<file path="config.mk">
export PLATFORM = sky130hd
export DESIGN_NAME = reg_write_arbiter
export DESIGN_NICKNAME = d
export VERILOG_FILES = /design/src/rtl/reg_write_arbiter.sv
export SDC_FILE = /design/constraint.sdc
export NUM_CORES = 1
export LEC_CHECK = 0
export ABC_AREA = 1
export BUFFER_PORTS_ARGS = -buffer_cell sky130_fd_sc_hd__buf_2
export CAP_MARGIN = 10
export CORE_MARGIN = 4
export CORE_UTILIZATION = 24
export CTS_BUF_LIST = sky130_fd_sc_hd__clkbuf_4 sky130_fd_sc_hd__clkbuf_8
export DETAILED_ROUTE_END_ITERATION = 7
export GPL_TIMING_DRIVEN = 0
export PLACE_DENSITY = 0.49
export SLEW_MARGIN = 20
export SYNTH_ARGS = -nofsm -noshare
export SYNTH_HDL_FRONTEND = slang
export SYNTH_SLANG_ARGS = --single-unit
export TNS_END_PERCENT = 10
</file>
<file path="constraint.sdc">
create_clock -name clk -period 3.68 [get_ports clk]
set_clock_uncertainty 0.2 [all_clocks]
set_input_delay 0.184 -clock clk [delete_from_list [all_inputs] [get_ports clk]]
set_output_delay 0.184 -clock clk [all_outputs]
set_load 0.02 [all_outputs]
</file>
<file path="src/rtl/reg_write_arbiter.sv">
// Round-robin arbiter that shares one WIDTH-bit register between NUM_REQ write sources.
// Optional ARB_LOCK_EN: a requester asserting req_lock keeps the grant for back-to-back writes.
module reg_write_arbiter #(
    parameter int unsigned NUM_REQ = 4,
    parameter int unsigned WIDTH   = 8,
    parameter int unsigned IDW     = $clog2(NUM_REQ)
) (
    input  logic                     clk,
    input  logic                     reset,
    input  logic [NUM_REQ-1:0]       req_valid,
    input  logic [NUM_REQ*WIDTH-1:0] req_data,
    input  logic [NUM_REQ-1:0]       req_lock,
    output logic [NUM_REQ-1:0]       grant,
    output logic [WIDTH-1:0]         q,
    output logic                     q_valid,
    output logic [IDW-1:0]           q_owner,
    output logic                     busy
);

    typedef enum logic [0:0] {
        IDLE  = 1'b0,
        GRANT = 1'b1
    } state_t;

    state_t             state, state_nxt;
    logic [IDW-1:0]     ptr, ptr_nxt;
    logic [IDW-1:0]     sel, sel_nxt, sel_inc;
    logic [IDW-1:0]     pick;
    logic               found;
    int unsigned        idx;
    logic [WIDTH-1:0]   sel_data;
    logic [WIDTH-1:0]   q_nxt;
    logic [IDW-1:0]     owner_nxt;
    logic               q_valid_nxt;
    logic [NUM_REQ-1:0] grant_nxt;
    logic               lock_sel;

`ifdef ARB_LOCK_EN
    assign lock_sel = req_lock[sel];
`else
    logic unused_lock;
    assign unused_lock = ^req_lock;
    assign lock_sel    = 1'b0;
`endif

    // First valid requester at or after ptr, wrapping at NUM_REQ-1.
    always_comb begin
        pick  = '0;
        found = 1'b0;
        idx   = 0;
        for (int unsigned k = 0; k < NUM_REQ; k++) begin
            idx = 32'(ptr) + k;
            if (idx >= NUM_REQ) begin
                idx = idx - NUM_REQ;
            end
            if (!found && req_valid[idx]) begin
                found = 1'b1;
                pick  = IDW'(idx);
            end
        end
    end

    assign sel_inc  = (sel == IDW'(NUM_REQ - 1)) ? '0 : sel + IDW'(1);
    assign sel_data = req_data[32'(sel)*WIDTH +: WIDTH];

    // Next-state and registered-output decode.
    always_comb begin
        state_nxt   = state;
        ptr_nxt     = ptr;
        sel_nxt     = sel;
        q_nxt       = q;
        owner_nxt   = q_owner;
        q_valid_nxt = 1'b0;
        grant_nxt   = '0;
        case (state)
            IDLE: begin
                if (found) begin
                    sel_nxt   = pick;
                    state_nxt = GRANT;
                end
            end
            GRANT: begin
                state_nxt = IDLE;
                if (req_valid[sel]) begin
                    q_nxt       = sel_data;
                    owner_nxt   = sel;
                    q_valid_nxt = 1'b1;
                    if (lock_sel) begin
                        state_nxt = GRANT;
                    end else begin
                        ptr_nxt = sel_inc;
                    end
                end
            end
            default: state_nxt = IDLE;
        endcase
        if (state_nxt == GRANT) begin
            grant_nxt[sel_nxt] = 1'b1;
        end
    end

    always_ff @(posedge clk or negedge reset) begin
        if (!reset) begin
            state   <= IDLE;
            ptr     <= '0;
            sel     <= '0;
            grant   <= '0;
            q       <= '0;
            q_valid <= 1'b0;
            q_owner <= '0;
            busy    <= 1'b0;
        end else begin
            state   <= state_nxt;
            ptr     <= ptr_nxt;
            sel     <= sel_nxt;
            grant   <= grant_nxt;
            q       <= q_nxt;
            q_valid <= q_valid_nxt;
            q_owner <= owner_nxt;
            busy    <= (state_nxt != IDLE);
        end
    end

endmodule
</file>
==> run_results.csv, run 1 <==
group,metric,value,unit
outcome,status,"complete, no violations",
min_path,hp-class,"input port to register",
finish,drive_above_1_share,32.8,%
floorplan,core_area,5110,sq um
worst_setup_path,r2r-end,"q[6]",
clocking,root_buffer,"clkbuf_8",
worst_setup_path,ff2ff_path_depth,9,
min_path,hp-start,"req_data[26]",
grt,grt.total_usage,11.9,%
synthesis,synth_ff_type,"dfrtp_1",
worst_setup_path,path_max_fanout,10,
placed_design,place_hpwl,2860,um
clocking,clkSinkCount,20,
finish,utilization,33.4,%
clocking,numCtsBuffers,3,
worst_setup_path,r2r_slack,1.78,ns
detailed_routing,dr.first_iter.drc_count,49,
sta,worst_pin_slew,0.459,ns
floorplan,rows,26,
worst_setup_path,startpoint_type,"register",
synthesis,ys_seq_area_share,39.3,%
flow_run,maxCapViolCount,0,
sta,fmax,526,MHz
min_path,hold_depth,3,
floorplan,die_area,6530,sq um
finish,fillCellCount,582,
worst_setup_path,required,3.61,ns
clocking,clock_latency,0.26,ns
grt,grt_pass1_vias,1357,
synthesis,postSynthAreaPerCell,6.73,sq um
grt,grt_first_pass_wirelength,6130,um
power,p_per_area,914,nW/um^2
synthesis,yosysMostFrequentCell,"nand2_1",
synthesis,ys_top_cells_by_count,"55 x nand2_1, 34 x nor2_1, 20 x dfrtp_1, 20 x o21ai_0, 12 x inv_1",
synthesis,synthCells,189,
sta,finalCritPeriodShare,51.7,%
finish,antenna_cells,0,
sta,fin_crit,1.90,ns
floorplan,initial_utilization,24.9,%
detailed_routing,drc,0,
clocking,htreeDepth,1,
sta,hold_viol,0,
detailed_routing,routedWlPerCell,11.3,um
detailed_routing,drtPass1Iterations,4,
synthesis,synth_area_leaders,"dfrtp_1 39%, nand2_1 16%, nor2_1 10%",
worst_setup_path,cp.arrival,1.83,ns
synthesis,synthDistinctLibCells,22,
finish,area_growth_syn_to_layout,34.1,%
sta,setup_tns,0,ns
grt,grt_max_degree,21,
placed_design,place_congestion,0.794,
synthesis,synth-seq-cells,20,
sta,setup_viol,0,
detailed_routing,via_count,1370,
sta,rsz0062_at_grt,"no",
synthesis,async_flop_share,100,%
min_path,holdPathEnd,"q[2]",
synthesis,syn-num-nets,232,
synthesis,synth_top_area_share,39.3,%
worst_setup_path,crit_type,"register to register",
power,static-leakage-power,0.929,nW
grt,gr-total-overflow,0,
floorplan,ios,58,
clocking,cts_tree,"done",
clocking,cts.reportedPaths.clkPinSlew,0.08,ns
synthesis,yosys.area.top_type,"dfrtp_1",
power,max-vdd-ir-drop,0.252,mV
clocking,cts_buffer_depth,2,
worst_setup_path,timing.rr.start,"sel[1]",
grt,antenna_found_initial,0,
synthesis,netlist_area,1270,sq um
sta,slew_headroom,69.4,%
placed_design,io_buffers,53,
synthesis,yosys_warnings,0,
detailed_routing,wl,3570,um
floorplan,die_x,80.8,um
detailed_routing,vias_per_cell,4.32,
finish,nets,291,
floorplan,die_y,80.8,um
synthesis,synth_edf_count,0,
sta,maxSlewViolCount,0,
detailed_routing,ant_nets,0,
worst_setup_path,end_kind,"register",
[layout make-up]
class                           count  area [sq um]  area share [%]
Clock buffer                        3          41.3            2.42
Buffer                              7          37.5            2.20
Inverter                           18          67.6            3.96
Sequential cell                    20           500            29.3
Tap cell                           70          87.6            5.13
Timing Repair Buffer               54           275            16.1
Multi-Input combinational cell    144           667            39.1
Clock inverter                      1          30.0            1.76
[cell families after synthesis]
| group | Yosys count | share of synthesized area [%] |
|---|---|---|
| AOI/OAI and AO/OA | 37 | 15.8 |
| adders and majority gates | 1 | 0.983 |
| buffers and inverters | 25 | 8.26 |
| DFF | 20 | 39.3 |
| and+or+nand+nor | 106 | 35.6 |
[worst max-delay path by stage]
stage / start / end / slack, ns / depth (start not counted)
2_1_floorplan: sel[0] / q[2] / 2.07 / 8
3_3_place_gp: sel[0] / q[2] / 1.78 / 8
3_5_place_dp: sel[1] / q[6] / 1.75 / 9
4_1_cts: sel[1] / q[6] / 1.75 / 9
5_1_grt: sel[1] / q[6] / 1.59 / 9
6_report: sel[1] / q[6] / 1.78 / 9
[critical path, cell delays in order, from the launching register on]
cell and delay (ns):
dfrtp_1 0.37, buf_2 0.22, inv_1 0.08, a21oi_1 0.10, o21ai_0 0.09, nand2_1 0.08
nand2_2 0.14, inv_2 0.15, buf_2 0.24, a31oi_1 0.11
[repair_timing]
action,4_1_cts,5_1_grt
endpoints found under the hold margin,20,0
resized for setup,0,0
hold buffers,1,0
buffers inserted,0,0
[sequential cells by signal, indices dropped and copies added, names as in the netlist]
signal,cells
ptr,2
q_valid,1
state,1
grant,4
q,8
sel,2
q_owner,2
[placed cells by master (no fill, tap or decap), types with 2 or more instances in the layout]
cell,Yosys,layout
nand2_1,55,55
nand2_2,11,11
clkbuf_8,0,3
dfrtp_1,20,20
nor2_1,34,34
buf_2,3,56
a21oi_1,3,3
a31oi_1,3,3
o21ai_1,3,3
inv_1,12,12
inv_2,6,6
o22ai_1,6,6
o21ai_0,20,20
nand3_1,2,2
clkbuf_1,3,3
[layer usage]
metal / track usage [%] / part of all wire, %
met1: 15.5 / 47
met4: 3.55 / 1.1
met5: 0 / 0
met2: 19.9 / 44
met3: 2.44 / 7.2
[power by group]
| group | internal [mW] | leakage (nW) | switching (mW) |
|---|---|---|---|
| Combinational | 0.324 | 0.648 | 0.635 |
| Clock | 0.145 | 0.0357 | 0.0741 |
| Sequential | 0.321 | 0.246 | 0.0606 |
| Total | 0.790 | 0.929 | 0.770 |
[metrics by stage]
| stage | total power [mW] | std cells | hold WS, ns | setup slack, ns | cell area, sq um |
|---|---|---|---|---|---|
| 2_1_floorplan | 1.09 | 189 | -0.312 | 2.07 | 1270 |
| 3_3_place_gp | 1.36 | 312 | -0.0317 | 1.78 | 1630 |
| 3_5_place_dp | 1.36 | 312 | -0.0397 | 1.75 | 1630 |
| 4_1_cts | 1.58 | 317 | 0.0418 | 1.75 | 1710 |
| 5_1_grt | 1.74 | 317 | 0.0725 | 1.59 | 1710 |
| 6_report | 1.56 | 317 | 0.0400 | 1.78 | 1710 |
(Power assumes the default switching activity.)
==> inputs of run 2 (changes only) <==
==> constraint.sdc (replaced) <==
create_clock -name clk -period 1.9 [get_ports clk]
set_clock_uncertainty 0.2 [all_clocks]
set_input_delay 0.095 -clock clk [delete_from_list [all_inputs] [get_ports clk]]
set_output_delay 0.095 -clock clk [all_outputs]
set_load 0.02 [all_outputs]
==> run_results.csv, run 2 (synthesized netlist as in run 1, its figures left out) <==
group,metric,value,unit
worst_setup_path,worstPathCellList,"buf_6, o21ai_1, nand2_1, o21a_1, o211ai_1, nand2_2, a21oi_1",
power,p_total,3.06,mW
finish,final_cell_area,1780,sq um
clocking,clock_latency,0.26,ns
power,static-leakage-power,0.953,nW
placed_design,post-place-ws,-0.0304,ns
detailed_routing,vias_per_cell,4.29,
worst_setup_path,startpoint_type,"register",
grt,grt_max_degree,21,
grt,grt_pass1_vias,1359,
placed_design,post_dp_cell_area,1630,sq um
sta,hold_viol,0,
clocking,htreeDepth,1,
sta,fmax,572,MHz
finish,instances_no_fill,322,
flow_run,maxCapViolCount,0,
placed_design,io_buffers,53,
clocking,cts.reportedPaths.clkPinSlew,0.08,ns
floorplan,core_area,5110,sq um
worst_setup_path,slowest_stage,"dfrtp_2",
detailed_routing,wl,3600,um
worst_setup_path,path_max_fanout,10,
detailed_routing,via_count,1382,
sta,hold_slack,0.000233,ns
floorplan,die_x,80.8,um
grt,grtUsageMet1,15.7,%
finish,mostFrequentLayoutCells,"54 x nand2_1, 54 x buf_2, 34 x nor2_1",
placed_design,placed_cells,312,
worst_setup_path,end_kind,"register",
floorplan,initial_utilization,24.9,%
grt,grt.total_usage,12.0,%
clocking,cts_buffer_depth,2,
finish,utilization,34.8,%
min_path,hold_depth,5,
power,max-vdd-ir-drop,0.499,mV
finish,area_growth_syn_to_layout,39.8,%
finish,nets,296,
sta,rsz0062_at_grt,"yes",
grt,grtUsageMet2,20.0,%
sta,finalCritPeriodShare,91.9,%
clocking,numCtsBuffers,3,
grt,busiest_layer,"met2",
sta,setup_viol,0,
clocking,clkSinkCount,20,
worst_setup_path,required,1.89,ns
finish,antenna_cells,0,
finish,fillCellCount,582,
clocking,postCtsSetupBuffers,0,
grt,grt_first_pass_wirelength,6180,um
sta,setup_tns,0,ns
placed_design,place_congestion,0.794,
finish,seq_area,503,sq um
worst_setup_path,cp.arrival,1.73,ns
sta,maxSlewViolCount,0,
detailed_routing,drtPass1Iterations,4,
grt,antenna_found_initial,0,
worst_setup_path,ff2ff_path_depth,7,
sta,slew_headroom,70.5,%
finish,multiInputGateArea,669,sq um
floorplan,ios,58,
power,p_per_area,1720,nW/um^2
sta,worst_pin_slew,0.443,ns
floorplan,rows,26,
clocking,cts_tree,"done",
worst_setup_path,critPathMaxStageDelay,0.45,ns
detailed_routing,routedWlPerCell,11.2,um
sta,final.setup.worst_slack,0.153,ns
outcome,status,"complete, no violations",
detailed_routing,ant_nets,0,
worst_setup_path,crit_type,"register to register",
finish,largest_register,"q",
floorplan,die_area,6530,sq um
finish,reg.largest.list,"q: 8 flops, grant: 4 flops",
clocking,root_buffer,"clkbuf_8",
min_path,hp-class,"input port to register",
grt,grtUsageMet3,2.33,%
grt,gr-total-overflow,0,
placed_design,place_hpwl,2860,um
sta,fin_crit,1.75,ns
detailed_routing,drc,0,
detailed_routing,dr.first_iter.drc_count,41,
finish,drive_above_1_share,33.7,%
finish,largest_register_ffs,8,
floorplan,die_y,80.8,um
run 2: worst max-delay path, delay by kind of cell, from the launching register on:
| family | cells | cell delay [ns] |
|---|---|---|
| simple gates | 2 | 0.22 |
| flops | 1 | 0.45 |
| buf+inv | 1 | 0.15 |
| compound gates | 4 | 0.66 |
run 2: path summary, 6_finish.rpt:
path / from / endpoint / slack [ns]
min in group asynchronous: reset / q[1] / 0.10
worst min-delay path: req_data[3] / q[3] / 0.0002
worst min register to register: q[1] / q[1] / 0.29
worst max register to register: ptr[0] / grant[2] / 0.15
worst max-delay path: ptr[0] / grant[2] / 0.15
max in group asynchronous: reset / ptr[0] / 1.06
run 2: cell type report:
| cell class | count | area share, % |
|---|---|---|
| Clock buffer | 3 | 2.32 |
| Buffer | 6 | 2.11 |
| Multi-Input combinational cell | 144 | 37.6 |
| Inverter | 18 | 4.22 |
| Timing Repair Buffer | 60 | 18.8 |
| Tap cell | 70 | 4.92 |
| Clock inverter | 1 | 1.69 |
| Sequential cell | 20 | 28.3 |
run 2: report_power, final:
part,internal (mW),switching (mW)
sequential,0.626,0.121
combinational,0.646,1.24
clock,0.281,0.145
total,1.55,1.50
run 2: what timing repair did:
item | 4_1_cts | 5_1_grt
endpoints found under the hold margin | 23 | 0
endpoints found under the setup margin | 6 | 17
gates resized for setup | 0 | 12
pin swaps | 0 | 0
hold buffers | 7 | 0
run 2: layer usage:
metal | share of wire [%] | routed length (um)
met1 | 48 | 1740
met2 | 45 | 1600
met3 | 5.9 | 211
met4 | 1.1 | 40
met5 | 0 | 0
==> inputs of run 3 (changes only) <==
--- a/config.mk
+++ b/config.mk
@@ -6,7 +6,7 @@
 export NUM_CORES = 1
 export LEC_CHECK = 0
 export ABC_AREA = 1
-export BUFFER_PORTS_ARGS = -buffer_cell sky130_fd_sc_hd__buf_2
+export BUFFER_PORTS_ARGS = -buffer_cell sky130_fd_sc_hd__buf_4
 export CAP_MARGIN = 10
 export CORE_MARGIN = 4
 export CORE_UTILIZATION = 24
==> run_results.csv, run 3 (synthesized netlist as in run 1, its figures left out) <==
group,metric,value,unit
outcome,status,"complete, no violations",
grt,grt_pass1_vias,1376,
finish,antenna_cells,0,
worst_setup_path,startpoint_type,"register",
min_path,hp-start,"req_data[0]",
worst_setup_path,slowest_stage,"dfrtp_2",
floorplan,rows,26,
floorplan,die_area,6530,sq um
min_path,hp-class,"input port to register",
sta,slew_headroom,70.9,%
worst_setup_path,worstPathCellList,"buf_6, o21ai_1, nand2_1, o21a_1, o211ai_1, nand2_2, inv_2, nor2_1",
worst_setup_path,critPathMaxStageDelay,0.45,ns
sta,fin_crit,1.74,ns
detailed_routing,via_count,1357,
clocking,postCtsSetupBuffers,0,
worst_setup_path,end_kind,"register",
detailed_routing,routedWlPerCell,11.3,um
clocking,clock_latency,0.25,ns
sta,maxSlewViolCount,0,
floorplan,core_area,5110,sq um
worst_setup_path,crit_type,"register to register",
sta,hold_viol,0,
worst_setup_path,path_max_fanout,10,
detailed_routing,vias_per_cell,4.21,
grt,antenna_found_initial,0,
grt,gr-total-overflow,0,
detailed_routing,drtPass1Iterations,4,
finish,utilization,37.4,%
clocking,clkSinkCount,20,
grt,grt_first_pass_wirelength,6310,um
sta,fmax,574,MHz
clocking,cts.reportedPaths.clkPinSlew,0.08,ns
finish,nets,296,
finish,reg.largest.list,"q: 8 flops, grant: 4 flops",
flow_run,maxCapViolCount,0,
finish,area_growth_syn_to_layout,50.1,%
detailed_routing,wl,3640,um
grt,grt.total_usage,12.1,%
sta,worst_pin_slew,0.436,ns
power,p_total,3.15,mW
floorplan,die_y,80.8,um
clocking,cts_tree,"done",
power,static-leakage-power,0.996,nW
finish,drive_above_1_share,32.9,%
clocking,cts_buffer_depth,2,
worst_setup_path,required,1.85,ns
power,p_per_area,1650,nW/um^2
detailed_routing,dr.first_iter.drc_count,55,
sta,finalCritPeriodShare,91.7,%
power,max-vdd-ir-drop,0.552,mV
placed_design,place_congestion,0.813,
detailed_routing,ant_nets,0,
clocking,root_buffer,"clkbuf_8",
floorplan,ios,58,
finish,largest_register,"q",
worst_setup_path,cp.arrival,1.70,ns
placed_design,place_hpwl,2930,um
placed_design,io_buffers,53,
worst_setup_path,timing.rr.start,"ptr[0]",
clocking,numCtsBuffers,3,
floorplan,die_x,80.8,um
worst_setup_path,cp-startpoint,"ptr[0]",
detailed_routing,drc,0,
sta,setup_viol,0,
finish,largest_register_ffs,8,
grt,grt_max_degree,21,
finish,mostFrequentLayoutCells,"55 x nand2_1, 53 x buf_4, 34 x nor2_1",
sta,rsz0062_at_grt,"yes",
finish,final_common_cell,"nand2_1",
clocking,htreeDepth,1,
floorplan,initial_utilization,24.9,%
[run 3: changes by cell type in the layout (fill, tap and decap cells not counted), sizes merged]
| cell | before | now |
|---|---|---|
| buf | 55 | 56 |
| inv | 18 | 17 |
| clkbuf | 7 | 6 |
| clkinv | 0 | 1 |
[run 3: final cells by class]
cell class / instances / area (sq um)
well taps: 70 / 87.6
repair buffers: 60 / 468
fillers: 581 / 3200
plain buffers: 6 / 33.8
multi-input cells: 144 / 672
clock buffers: 3 / 41.3
clock inverters: 1 / 30.0
flip-flops and latches: 20 / 503
inverters: 18 / 75.1
[run 3: power breakdown]
| part | internal, mW | switching [mW] |
|---|---|---|
| clock | 0.281 | 0.140 |
| combinational | 0.738 | 1.24 |
| sequential | 0.626 | 0.126 |
| total | 1.65 | 1.51 |
[run 3: critical path, delay by kind of cell (launching register included)]
kind / cells / cell delay, ns
compound gates: 3 / 0.53
flops: 1 / 0.45
simple gates: 3 / 0.26
buf+inv: 2 / 0.22
[run 3: routing by layer]
metal	global-route usage, %	up-vias	part of all wire, %
li1	-	727	-
met1	15.1	583	44
met2	20.4	45	48
met3	3.10	2	7.6
met4	4.05	0	0.63
met5	0	-	0
[run 3: path summary, 6_finish.rpt]
| check | end | slack (ns) | cells after the start |
|---|---|---|---|
| max | grant[0] | 0.16 | 8 |
| min in group asynchronous | q[1] | 0.05 | 2 |
| max in group asynchronous | ptr[1] | 1.22 | 2 |
| max reg2reg | grant[0] | 0.16 | 8 |
| min reg2reg | q[3] | 0.29 | 2 |
| min | q[0] | 0.005 | 5 |
[run 3: per-stage QoR]
stage | cell area, sq um | setup slack [ns] | instances | TNS, ns | hold slack [ns]
CTS | 1890 | 0.0429 | 322 | 0 | 0.00370
finish | 1910 | 0.157 | 322 | 0 | 0.00471
global placement | 1760 | -0.0236 | 312 | -0.0609 | -0.206
global route | 1910 | -0.0296 | 322 | -0.0460 | 0.0410
floorplan | 1270 | 0.290 | 189 | 0 | -0.401
detailed placement | 1760 | -0.0320 | 312 | -0.0903 | -0.208
[run 3: what timing repair did]
item / in CTS / in global routing
setup endpoints to repair: 6 / 17
cloned: 0 / 0
gates resized for setup: 0 / 10
hold endpoints to repair: 23 / 0
hold buffers: 7 / 0
